--- src/rtl/uart_tx_fifo.sv ---
// 8N1 UART transmitter fed by a small circular byte FIFO.
// Frames are sent back to back straight from the stop bit when more data is queued.
module uart_tx_fifo #(
  parameter int CLKS_PER_BIT = 434,
  parameter int FIFO_DEPTH   = 4
) (
  input  logic       CLK_I,
  input  logic       RST_I,
  input  logic [7:0] DAT_I,
  input  logic       STB_I,
  output logic       RDY_O,
  output logic       TX_O,
  output logic       BUSY_O
);

  localparam int BAUD_W = $clog2(CLKS_PER_BIT);
  localparam int PTR_W  = $clog2(FIFO_DEPTH);
  localparam logic [BAUD_W-1:0] BAUD_LAST = BAUD_W'(CLKS_PER_BIT - 1);
  localparam logic [PTR_W:0]    FULL_CNT  = (PTR_W + 1)'(FIFO_DEPTH);

  typedef enum logic [1:0] {IDLE, START, DATA, STOP} state_t;

  state_t            state;
  state_t            state_next;
  logic [7:0]        mem [FIFO_DEPTH];
  logic [PTR_W-1:0]  wr_ptr;
  logic [PTR_W-1:0]  rd_ptr;
  logic [PTR_W:0]    count;
  logic [BAUD_W-1:0] baud_cnt;
  logic [2:0]        bit_cnt;
  logic [7:0]        shift;
  logic              tx;
  logic              push;
  logic              pop;
  logic              baud_done;
  logic              fifo_empty;

  // A full FIFO refuses a push even when a pop happens on the same edge.
  assign fifo_empty = (count == '0);
  assign RDY_O      = (count != FULL_CNT);
  assign push       = STB_I && RDY_O;
  assign baud_done  = (baud_cnt == BAUD_LAST);
  assign TX_O       = tx;
  assign BUSY_O     = (state != IDLE) || !fifo_empty;

  always_ff @(posedge CLK_I) begin
    if (push) begin
      mem[wr_ptr] <= DAT_I;
    end
  end

  always_ff @(posedge CLK_I or negedge RST_I) begin
    if (!RST_I) begin
      wr_ptr <= '0;
      rd_ptr <= '0;
      count  <= '0;
    end else begin
      if (push) begin
        wr_ptr <= wr_ptr + 1'b1;
      end
      if (pop) begin
        rd_ptr <= rd_ptr + 1'b1;
      end
      case ({push, pop})
        2'b10:   count <= count + 1'b1;
        2'b01:   count <= count - 1'b1;
        default: count <= count;
      endcase
    end
  end

  always_ff @(posedge CLK_I or negedge RST_I) begin
    if (!RST_I) begin
      state <= IDLE;
    end else begin
      state <= state_next;
    end
  end

  always_comb begin
    state_next = state;
    case (state)
      IDLE:  if (!fifo_empty) state_next = START;
      START: if (baud_done) state_next = DATA;
      DATA:  if (baud_done && bit_cnt == 3'd7) state_next = STOP;
      STOP:  if (baud_done) state_next = fifo_empty ? IDLE : START;
      default: state_next = IDLE;
    endcase
  end

  always_comb begin
    pop = 1'b0;
    if (!fifo_empty) begin
      pop = (state == IDLE) || (state == STOP && baud_done);
    end
  end

  // Datapath: the line level for the next bit is registered on the same edge the FSM moves.
  always_ff @(posedge CLK_I or negedge RST_I) begin
    if (!RST_I) begin
      baud_cnt <= '0;
      bit_cnt  <= '0;
      shift    <= '0;
      tx       <= 1'b1;
    end else if (pop) begin
      shift    <= mem[rd_ptr];
      tx       <= 1'b0;
      baud_cnt <= '0;
    end else begin
      case (state)
        IDLE: begin
          baud_cnt <= '0;
          tx       <= 1'b1;
        end
        START: begin
          if (baud_done) begin
            tx       <= shift[0];
            bit_cnt  <= '0;
            baud_cnt <= '0;
          end else begin
            baud_cnt <= baud_cnt + 1'b1;
          end
        end
        DATA: begin
          if (baud_done) begin
            shift    <= shift >> 1;
            bit_cnt  <= bit_cnt + 1'b1;
            baud_cnt <= '0;
            tx       <= (bit_cnt == 3'd7) ? 1'b1 : shift[1];
          end else begin
            baud_cnt <= baud_cnt + 1'b1;
          end
        end
        STOP: begin
          if (baud_done) begin
            baud_cnt <= '0;
            tx       <= 1'b1;
          end else begin
            baud_cnt <= baud_cnt + 1'b1;
          end
        end
        default: begin
          baud_cnt <= '0;
          tx       <= 1'b1;
        end
      endcase
    end
  end

endmodule

--- config.mk ---
export PLATFORM = sky130hd
export DESIGN_NAME = uart_tx_fifo
export DESIGN_NICKNAME = d
export VERILOG_FILES = /design/src/rtl/uart_tx_fifo.sv
export SDC_FILE = /design/constraint.sdc
export NUM_CORES = 1
export LEC_CHECK = 0
export CORE_ASPECT_RATIO = 1.2
export CORE_UTILIZATION = 42
export CTS_BUF_LIST = sky130_fd_sc_hd__clkbuf_16
export DETAILED_ROUTE_END_ITERATION = 8
export SLEW_MARGIN = 20
export SYNTH_ARGS = -nofsm -noshare
export SYNTH_HDL_FRONTEND = slang
export SYNTH_SLANG_ARGS = --single-unit
--- constraint.sdc ---
create_clock -name CLK_I -period 4.1 [get_ports CLK_I]
set_clock_uncertainty 0.05 [all_clocks]
set_input_delay 0.41 -clock CLK_I [delete_from_list [all_inputs] [get_ports CLK_I]]
set_output_delay 0.41 -clock CLK_I [all_outputs]
set_load 0.005 [all_outputs]
==> Word-level counts from Yosys, hierarchy flattened <==
Memory sizes are Yosys's and may differ from the RTL's.
Index checks and enable logic that the tools add are counted.
Widths: inputs -> output; s select.
{ "totals": {"regBits": 30, "ramBits": 32, "input_bits": 11, "out_inout_bits": 3, "elab_cells": 75, "mem_count": 1} }
{ "op_classes": {"n_addsub": 6, "n_eq_ne": 16, "mux": 25, "bitwise_logic": 1, "n_reduce_logical": 18} }
{ "memory_table": {"columns": ["memory", "depth", "width", "rd", "rd_ports_with_merged_regs", "write_ports", "line_no", "rtl"], "rows": [
  ["mem", 4, 8, 1, 0, 1, "25", "logic [7:0] mem [FIFO_DEPTH];"]
]} }
{ "op_table": {"columns": ["op", "n"], "rows": [
  ["$mux 8", 3],
  ["$mux 9", 2],
  ["$pmux 9 s2", 1],
  ["$ne 3x3->1 const B", 4],
  ["$pmux 3 s2", 2],
  ["$ne 2x2->1 const B", 5],
  ["$reduce_bool 2->1", 5],
  ["$add 9x1->9 const B", 1],
  ["$eq 9x9->1 const B", 1],
  ["$mux 1", 9],
  ["$mux 2", 4],
  ["$pmux 2 s4", 1],
  ["$reduce_and 4->1", 2],
  ["$add 3x1->3 const B", 2],
  ["$eq 2x2->1 const B", 3],
  ["$mux 3", 2],
  ["$add 2x1->2 const B", 2],
  ["$eq 2x1->1 const B", 2],
  ["$pmux 1 s4", 1],
  ["$eq 3x3->1 const B", 1],
  ["$logic_and 1x1->1", 3],
  ["$logic_not 3->1", 1],
  ["$reduce_and 3->1", 1],
  ["$reduce_or 3->1", 1],
  ["6 further kinds", 7]
]} }

==> Depth between registers and ports, before layout <==
{ "depth": {"ltp_word": 6, "ltp_mapped": 12, "ltp_nobuf": 11} }

==> Least setup slack after synthesis <==
OpenSTA, ideal clock, no wires.
{ "synth_path": {"kind": "reg-to-reg", "from": "register state[0]", "to": "register count[2]", "setup_ns": 0.079, "t_arrival_ns": 2.251, "required_time_ns": 3.971, "slack_ns": 1.719, "path_stages_with_launch": 12, "path_buffers": 1, "synth_period_minus_slack_ns": 2.381, "cell_sequence": "dfrtp_1 -> ha_1 -> o31ai_2 -> o31a_4 -> inv_8 -> buf_12 -> ha_1 -> inv_1 -> fa_1 -> xor2_1 -> nor2_1 -> xor2_1"} }
{ "synth_via": {"elab_chain_cells": 6, "word_cells_on_any_way": 9, "classes_between": "eq/ne: 3; mux: 2; reduce/logical: 4"} }
{ "synth_lines": {"columns": ["element", "line_no", "rtl"], "rows": [
  ["start: declaration", "23", "state_t state;"],
  ["start signal: assignment", "76", "state <= state_next;"],
  ["$eq 2x2->1", "94", "pop = (state == IDLE) || (state == STOP && baud_done);"],
  ["$logic_and 1x1->1", "94", null],
  ["$logic_or 1x1->1 *", "94", null],
  ["$mux 1 *", "93", "if (!fifo_empty) begin"],
  ["$eq 2x1->1 / $eq 2x2->1 (equally long branches)", "64", "case ({push, pop})"],
  ["$pmux 3 s2 / $reduce_bool 2->1 (equally long branches)", null, null],
  ["end signal: assignment", "65", "2'b10: count <= count + 1'b1;"],
  ["end signal: assignment", "66", "2'b01: count <= count - 1'b1;"],
  ["end signal: assignment", "67", "default: count <= count;"],
  ["end: declaration", "28", "logic [PTR_W:0] count;"]
]} }
Every way passes the cells marked *; elsewhere a longest branch is shown, timed or not.
A chain may end at the register's enable or synchronous reset.

==> Worst setup path after layout <==
Ends and elaborated chain as after synthesis.

==> key figures <==
Outcome
  • Outcome: completed

Layout
  • Final Net Count: 252
  • Non-filler instance count after layout: 316
  • FILL cells: 564
  • Commonest non-fill, non-tap cell in the layout: edfxtp_1
  • Post-layout util: 52.6%
  • Most frequent cells in the layout: edfxtp_1 (32), dfrtp_1 (29), nor2_1 (15)
  • Layout area overhead: 17.9%
  • Layout cell share with drive strength beyond 1: 20.8%
  • Number of diodes: 0

Clocking
  • # clock sinks: 62
  • Skew-Pair Late Insertion Delay: 0.32 ns
  • CTS tree: done
  • Clock transition at path regs: 0.05 ns
  • Maximum clock path buffer count: 2
  • Root Driver: clkbuf_16
  • CTS-repair resized insts: 0
  • Postcts setup bufs: 0
  • H-tree levels: 3
  • CTS buffer count: 9
  • Hold_buf cts: 0

Logic synthesis
  • Avg Inst Size Synth: 14.3 um2
  • Mapped Nets: 231
  • Main synth FF type: edfxtp_1
  • Sequential share of the synthesized area: 58.5%
  • Yosys warns: 0
  • Synth Register Bits: 62
  • Yosys cell types: 41
  • Post-synth EDFFs: 32
  • Synth Cell Area: 2930 um2
  • Post-synthesis instance total: 205
  • Async set-or-reset flop fraction in the synthesized netlist: 48.4%

STA
  • Fin. Hold Viols: 0
  • Worst slew pin tran: 0.617 ns
  • RSZ-0062 raised after global routing: no
  • Slew headroom: 58.9%
  • F_max: 0.400 GHz
  • Tmin final: 2.50 ns
  • Max-slew violation count: 0
  • Final setup fails: 0
  • Fin crit share: 61.0%
  • TNS Setup: 0 ns

Place
  • Port buffer count: 13
  • Placed instance count: 300
  • Dpl hpwl: 3100 um
  • RePlAce Congestion: 0.727

Global route
  • Initial antenna violation count: 0
  • First-pass GRT wire length: 7910 um
  • Largest net degree at the start of global routing: 31
  • Remaining Overflow, GRT: 0
  • Vias in the first global route: 1,646
  • GRT Util Overall: 14.5%

Routing
  • Via density: 4.98
  • Antenna-violating nets left: 0
  • WL per Instance: 14.4 um
  • Total number of vias: 1,574
  • Pre-antenna DRT Iters: 4
  • WL final: 4550 um
  • Initial DRC count: 67
  • # DRC: 0

Critical path
  • Critical Path Fanout Max: 18
  • Worst-path cell chain: ha_1 > o31ai_2 > o31a_4 > inv_8 > ha_1 > inv_1 > fa_1 > xor2_1 > nor2_1 > xor2_1
  • Worst Setup End Kind: flop
  • Worst Path Arrival: 2.68 ns
  • Crit path largest cell delay: 0.42 ns
  • Worst setup path category: flop to flop
  • R2R depth: 10
  • CP required: 4.28 ns
  • Startpoint class of the critical path: flop
  • Critical path's slowest cell: dfrtp_1

Die
  • Rows: 32
  • Core area: 6570 um2
  • Die H: 93.5 um
  • Initial Util: 44.6%
  • Die ar.: 7310 um2
  • Die Wd: 78.2 um
  • IO Pins: 14

Job
  • Max Cap Violations: 0

Hold path
  • Min-delay worst type: input port to async pin

Pwr
  • LEAKAGE: 1.41 nW
  • PwrDens: 768 nW/um2
  • Peak supply drop: 0.000344 V
==> Yosys cell counts, types with 2 or more instances <==
cell / instances / area [um2]
edfxtp_1: 32 / 961
o31ai_2: 2 / 25.0
o21ai_2: 7 / 61.3
inv_1: 12 / 45.0
xnor2_1: 9 / 78.8
nor3_1: 2 / 10.0
mux4_2: 8 / 180
o21ai_0: 4 / 20.0
a21oi_1: 2 / 10.0
nand2_2: 9 / 56.3
dfrtp_1: 29 / 726
nor2_1: 15 / 56.3
nand3_1: 8 / 40.0
xor2_1: 4 / 35.0
and2_1: 2 / 12.5
nand2_1: 9 / 33.8
mux2i_1: 10 / 100
nor2b_1: 2 / 12.5
and3_1: 4 / 25.0
ha_1: 14 / 175
==> registers in the layout, indices dropped and copies added (netlist names) <==
signal,flops
shift,8
bit_cnt,3
mem,32
wr_ptr,2
baud_cnt,9
state,2
count,3
rd_ptr,2
TX_O,1
==> through the flow <==
step | total power, mW | hold slack (ns) | setup WS, ns | cell area [um2]
after floorplan | 1.68 | 0.0644 | 1.72 | 2930
after global placement | 1.82 | 0.448 | 1.70 | 3120
after detailed placement | 1.84 | 0.456 | 1.63 | 3120
after CTS | 2.69 | 0.452 | 1.58 | 3450
after global routing | 2.84 | 0.483 | 1.42 | 3450
final | 2.65 | 0.435 | 1.60 | 3450
==> critical path, delay by kind of cell (launching register included) <==
family | cells | cell delay (ns)
xor+xnor | 2 | 0.33
fa+ha+maj | 3 | 0.79
flops | 1 | 0.42
buf+inv | 2 | 0.21
compound gates | 2 | 0.50
simple gates | 1 | 0.11
==> path summary, 6_finish.rpt <==
path / startpoint / to / slack, ns
min in group CLK_I: baud_cnt[0] / baud_cnt[0] / 0.46
max in group asynchronous: RST_I / TX_O / 3.23
min: RST_I / baud_cnt[5] / 0.44
min reg2reg: baud_cnt[0] / baud_cnt[0] / 0.46
max reg2reg: state[0] / count[2] / 1.60
max: state[0] / count[2] / 1.60
==> area by class of cell <==
cell class	instances	area, um2	area share, %
Sequential cell	62	1710	49.6
Multi-Input combinational cell	126	1110	32.1
Clock buffer	9	225	6.52
Timing Repair Buffer	14	138	3.99
Tap cell	85	106	3.08
Clock inverter	7	105	3.04
Inverter	13	56.3	1.63
==> cells by family after synthesis <==
family	count (synthesis)	synth area share, %
adder cells (fa/ha/maj)	15	6.67
multiplexers	20	10.3
AO/OA/AOI/OAI	20	5.77
AND/OR/NAND/NOR	58	11.2
flip-flops	62	58.5
buffers and inverters	17	3.59
XOR/XNOR	13	3.89
==> routing by layer <==
layer / up-vias / global-route usage, % / share of wire, %
met3: 7 / 2.63 / 1.8
met5: - / 0 / 0
li1: 787 / - / -
met4: 0 / 7.87 / 1.5
met2: 18 / 22.8 / 48
met1: 762 / 18.9 / 48
==> power by group <==
| group | internal (mW) | total (mW) | switching (mW) |
|---|---|---|---|
| combinational | 0.386 | 0.820 | 0.434 |
| clock | 0.584 | 0.833 | 0.249 |
| sequential | 0.848 | 0.998 | 0.150 |
(Power assumes the default switching activity.)
